File: config.mk
export PLATFORM = sky130hd
export DESIGN_NAME = program_counter
export DESIGN_NICKNAME = d
export VERILOG_FILES = /design/src/rtl/program_counter.sv
export SDC_FILE = /design/constraint.sdc
export NUM_CORES = 1
export LEC_CHECK = 0
export ABC_AREA = 1
export BUFFER_PORTS_ARGS = -buffer_cell sky130_fd_sc_hd__buf_2
export CORE_AREA = 2 2 51 53
export CTS_CLUSTER_DIAMETER = 100
export DETAILED_ROUTE_END_ITERATION = 12
export DIE_AREA = 0 0 53 55
export GPL_ROUTABILITY_DRIVEN = 0
export PLACE_DENSITY = 0.77
export SKIP_CTS_REPAIR_TIMING = 1
export SYNTH_ARGS = -nofsm -noshare
export SYNTH_HDL_FRONTEND = slang
export SYNTH_SLANG_ARGS = --single-unit
File: constraint.sdc
create_clock -name clk -period 0.8 [get_ports clk]
set_input_delay 0 -clock clk [delete_from_list [all_inputs] [get_ports clk]]
set_output_delay 0 -clock clk [all_outputs]
set_load 0.02 [all_outputs]
File: src/rtl/program_counter.sv
// program_counter: the architectural PC register.
// Loads the externally computed next-PC every rising edge and holds it until
// the next edge. Synchronous active-high reset forces RESET_VECTOR.
// Optional macro PC_ALIGN_EN: clears bits [1:0] of every loaded value and of
// the reset vector, so the PC is always word aligned.
module program_counter #(
  parameter int unsigned           WIDTH        = 32,
  parameter logic [WIDTH-1:0]      RESET_VECTOR = 32'h0000_0000
) (
  input  logic             clk,
  input  logic             reset,
  input  logic [WIDTH-1:0] PC_in,
  output logic [WIDTH-1:0] PC_out
);

  // Maps a raw next-PC value to the value actually stored.
`ifdef PC_ALIGN_EN
  function automatic logic [WIDTH-1:0] f_align(input logic [WIDTH-1:0] v);
    f_align = {v[WIDTH-1:2], 2'b00};
  endfunction
`else
  function automatic logic [WIDTH-1:0] f_align(input logic [WIDTH-1:0] v);
    f_align = v;
  endfunction
`endif

  localparam logic [WIDTH-1:0] LP_RST_VEC = f_align(RESET_VECTOR);

  logic [WIDTH-1:0] r_pc;
  logic [WIDTH-1:0] w_pc_next;

  // Next-PC formatting; no arithmetic, any value is accepted as-is.
  always_comb begin
    w_pc_next = f_align(PC_in);
  end

  // PC register: reset has priority, otherwise load the next PC.
  always_ff @(posedge clk) begin
    if (reset) r_pc <= LP_RST_VEC;
    else       r_pc <= w_pc_next;
  end

  assign PC_out = r_pc;

endmodule

==> results <==
- The worst hold margin is 0.05794 ns.
- The I/O pin total is 66.
- The critical path is of the reg2out type.
- The mean cell area of the mapped netlist is 9.239 sq um.
- The die extent in y is 55 um.
- The number of global-route vias before repair came to 712.
- Yosys printed 0 warnings.
- Power spread over the standard cell area amounts to 1815 nW/um^2.
- The top-area cell type share of the netlist area is 70.04%.
- Summing internal, switching and leakage power gives 3.195 mW.
- The buffer and inverter count on the worst path is 1.
- Walking the worst path, the cells encountered are buf_4.
- No sink is reached through more buffers than the 2 on the longest clock path.
- The worst-case headroom to the max-slew limit is 90.79%.
- Clock-pin slew was measured on the worst setup and hold paths at 0.09 ns.
- The final critical path takes up 102.6% of the cycle.
- Global routing consumed, on the met2 layer, 22.29% of the routing resources.
- The sequential-to-total area share from yosys stat is 70.04%.
- The class of the most critical hold timing path is in2reg.
- In this run the clock root is driven by a sky130_fd_sc_hd__clkbuf_4.
- Static timing analysis puts the maximum clock frequency at 1218 MHz.
- The HPWL after detailed placement is 1325 um.
- In the synthesized netlist the dominant register cell turns out to be sky130_fd_sc_hd__dfxtp_1.
- The repair_antennas step left the layout with diodes totalling 0.
- By area the synthesized netlist is led by sky130_fd_sc_hd__dfxtp_1, sky130_fd_sc_hd__inv_1, sky130_fd_sc_hd__nor2_1, sky130_fd_sc_hd__buf_6.
- In this run the number of H-tree levels came out at 2.
- Along the worst path, the maximum fanout reaches 1.
- The CTS tree is done.
- Ranked by instance count, the synthesized netlist is headed by sky130_fd_sc_hd__dfxtp_1, sky130_fd_sc_hd__inv_1, sky130_fd_sc_hd__nor2_1.
- The startpoint of the most critical setup path is PC_out[1].
- The global routing usage on met3 is 7.258%.
- In this run the cell area of the synthesized design comes to 914.6 sq um.
- The final reports fail on setup timing.
- Data on the critical path is required at its endpoint by 0.80 ns.
- The relative contribution of the clock network to total power is 28.9%.
- The internal portion of the total power is 2.427 mW.
- The initial antenna violation count is 0.
- The transition at the pin with the smallest max-transition slack is 0.1376 ns.
- Entering global routing, the biggest net connects 33 pins.
- In this run the number of cells on the critical path is 1.
- The number of vias per cell is 3.931.
- The floorplan has 18 rows.
- The chip width is 53 um.
- The routing usage on met1 is 9.580%.
- Net switching is 24.05% of the power.
- The part of the total power dissipated in combinational logic is 17.6%.
- The tool flagged a number of max-cap violations equal to 0.
- The cell family contributing the most delay on the critical path is flip-flops.
- Sequential cells account for 53.5% of the total power.
- In the routed design, unresolved DRC markers number 0.
- The register with the most flip-flops in the layout has 32 of them.
- When the netlist entered floorplanning its net count stood at 133.
- The cell total after placement is 192.
- The area growth from synthesis to layout is 92.48%.
- The dominant cell type by area after synthesis is sky130_fd_sc_hd__dfxtp_1.
- Setup violations remaining at the end of the flow were counted as 1.
- The first-pass GRT wire length is 2449 um.
- The switching power of the nets is 0.7683 mW.
- The hold violation count in the final report is 0.
- The number of buffer cells added on primary ports is 65.
- The fraction of layout instances using a drive strength above 1 is 39.11%.
- The clock net in this run drives a total of 32 sinks.
- The detailed router finished its first iteration with 9 violations.
- The delay of the slowest critical-path stage is 0.35 ns.
- After global routing the overflow that remains totals 0.
- IR analysis of the VDD net gives a maximum drop of 1.496 mV.
- In this run the standard cell core region covers 2365 sq um.
- met2 is the most crowded layer.
- The slowest cell on the critical path is sky130_fd_sc_hd__dfxtp_1.
- The post-placement cell area is 1264 sq um.
- Once layout is complete, the utilization of the core stands at 74.44%.
- STA classifies the critical path endpoint as an output pin.
- The filler-free cell count of the finished design is 232.
- The synthesized design contains 0 enable-type register cells.
- The critical path launch point type is a flop.
- At the worst endpoint, the arrival time is 0.82 ns.
- The minimum clock period after layout is 0.8207 ns.
- The number of distinct library cells after synthesis is 4.
- The synthesized design contains 32 register bits.
- In the synthesized netlist, the number of instances is 99.
- Dividing the detail-routed wire length by the instance count gives 10.93 um.
- The overall routing resource usage is 12.09%.
- In this run, CTS created clock tree buffers numbering 5.
- The flow ran to the end, but the final reports show violations.
- In this run the remaining antenna-violating nets after routing total 0.
- In the synthesized netlist the async set-or-reset flop fraction comes to 0%.
- The die covers 2915 sq um.
- The net count reported at finish is 235.
- The number of vias in the routed layout is 912.
- The number of pins exceeding their max-slew limit in the final report is 0.
- For this block, the routed nets add up to 2536 um of wire.
- For this configuration, the core starts out at a cell density of 38.68%.
- The most critical setup path has its endpoint at PC_out[1].
- The setup slack of the critical path after layout is -0.02071 ns.
- Before antenna repair, the detailed router went through 4 iterations.
- The finished cells cover 1760 sq um.
- The leakage power is 0.9797 nW.
[cell families after synthesis]
group	count (synthesis)	share of synthesized area [%]
DFF	32	70.04
and+or+nand+nor	32	13.13
buffers and inverters	35	16.83
[how the worst min path moves through the flow]
stage                         start          to  slack, ns  cells after the start
after floorplan               reset  PC_out[29]       0.07                      1
after global placement     PC_in[8]   PC_out[8]       0.20                      3
after detailed placement  PC_in[14]  PC_out[14]       0.21                      3
after CTS                 PC_in[14]  PC_out[14]      -0.13                      3
after global routing          reset  PC_out[24]       0.05                      3
final                         reset  PC_out[10]       0.06                      3
[per-layer routing]
layer	routed length (um)	vias up
li1	-	469
met1	817	393
met2	1411	44
met3	253	6
met4	54	0
met5	0	-
[metrics by stage]
step	setup TNS [ns]	setup WS, ns
after detailed placement	0	0.3260
after floorplan	0	0.4049
after global routing	-0.1580	-0.04376
after CTS	-0.01480	-0.006542
after global placement	0	0.3530
final	-0.02071	-0.02071
[final cells by class]
type	instances	area (sq um)
Timing Repair Buffer	98	774.5
Sequential cell	32	649.4
Fill cell	181	604.3
Multi-Input combinational cell	32	120.1
Inverter	32	120.1
Clock buffer	8	58.81
Tap cell	30	37.54
[power by group through the flow]
stage | Combinational [mW] | Sequential [mW] | Clock (mW)
6_report | 0.562 | 1.71 | 0.922
5_1_grt | 0.606 | 1.72 | 1.03
4_1_cts | 0.375 | 1.69 | 0.938
3_5_place_dp | 0.374 | 1.73 | 0
3_3_place_gp | 0.363 | 1.73 | 0
2_1_floorplan | 0.0885 | 1.85 | 0
[layout by cell type (no fill, tap or decap)]
cell / synthesis / routed
sky130_fd_sc_hd__dfxtp_1: 32 / 25
sky130_fd_sc_hd__dlygate4sd3_1: 0 / 32
sky130_fd_sc_hd__buf_4: 0 / 21
sky130_fd_sc_hd__clkbuf_1: 0 / 2
sky130_fd_sc_hd__buf_12: 0 / 1
sky130_fd_sc_hd__dfxtp_2: 0 / 7
sky130_fd_sc_hd__inv_1: 32 / 32
sky130_fd_sc_hd__clkbuf_4: 0 / 5
sky130_fd_sc_hd__nor2_1: 32 / 32
sky130_fd_sc_hd__buf_2: 0 / 35
sky130_fd_sc_hd__buf_6: 3 / 9
sky130_fd_sc_hd__clkbuf_8: 0 / 1
Note: power is estimated with default switching activity, not from simulation.
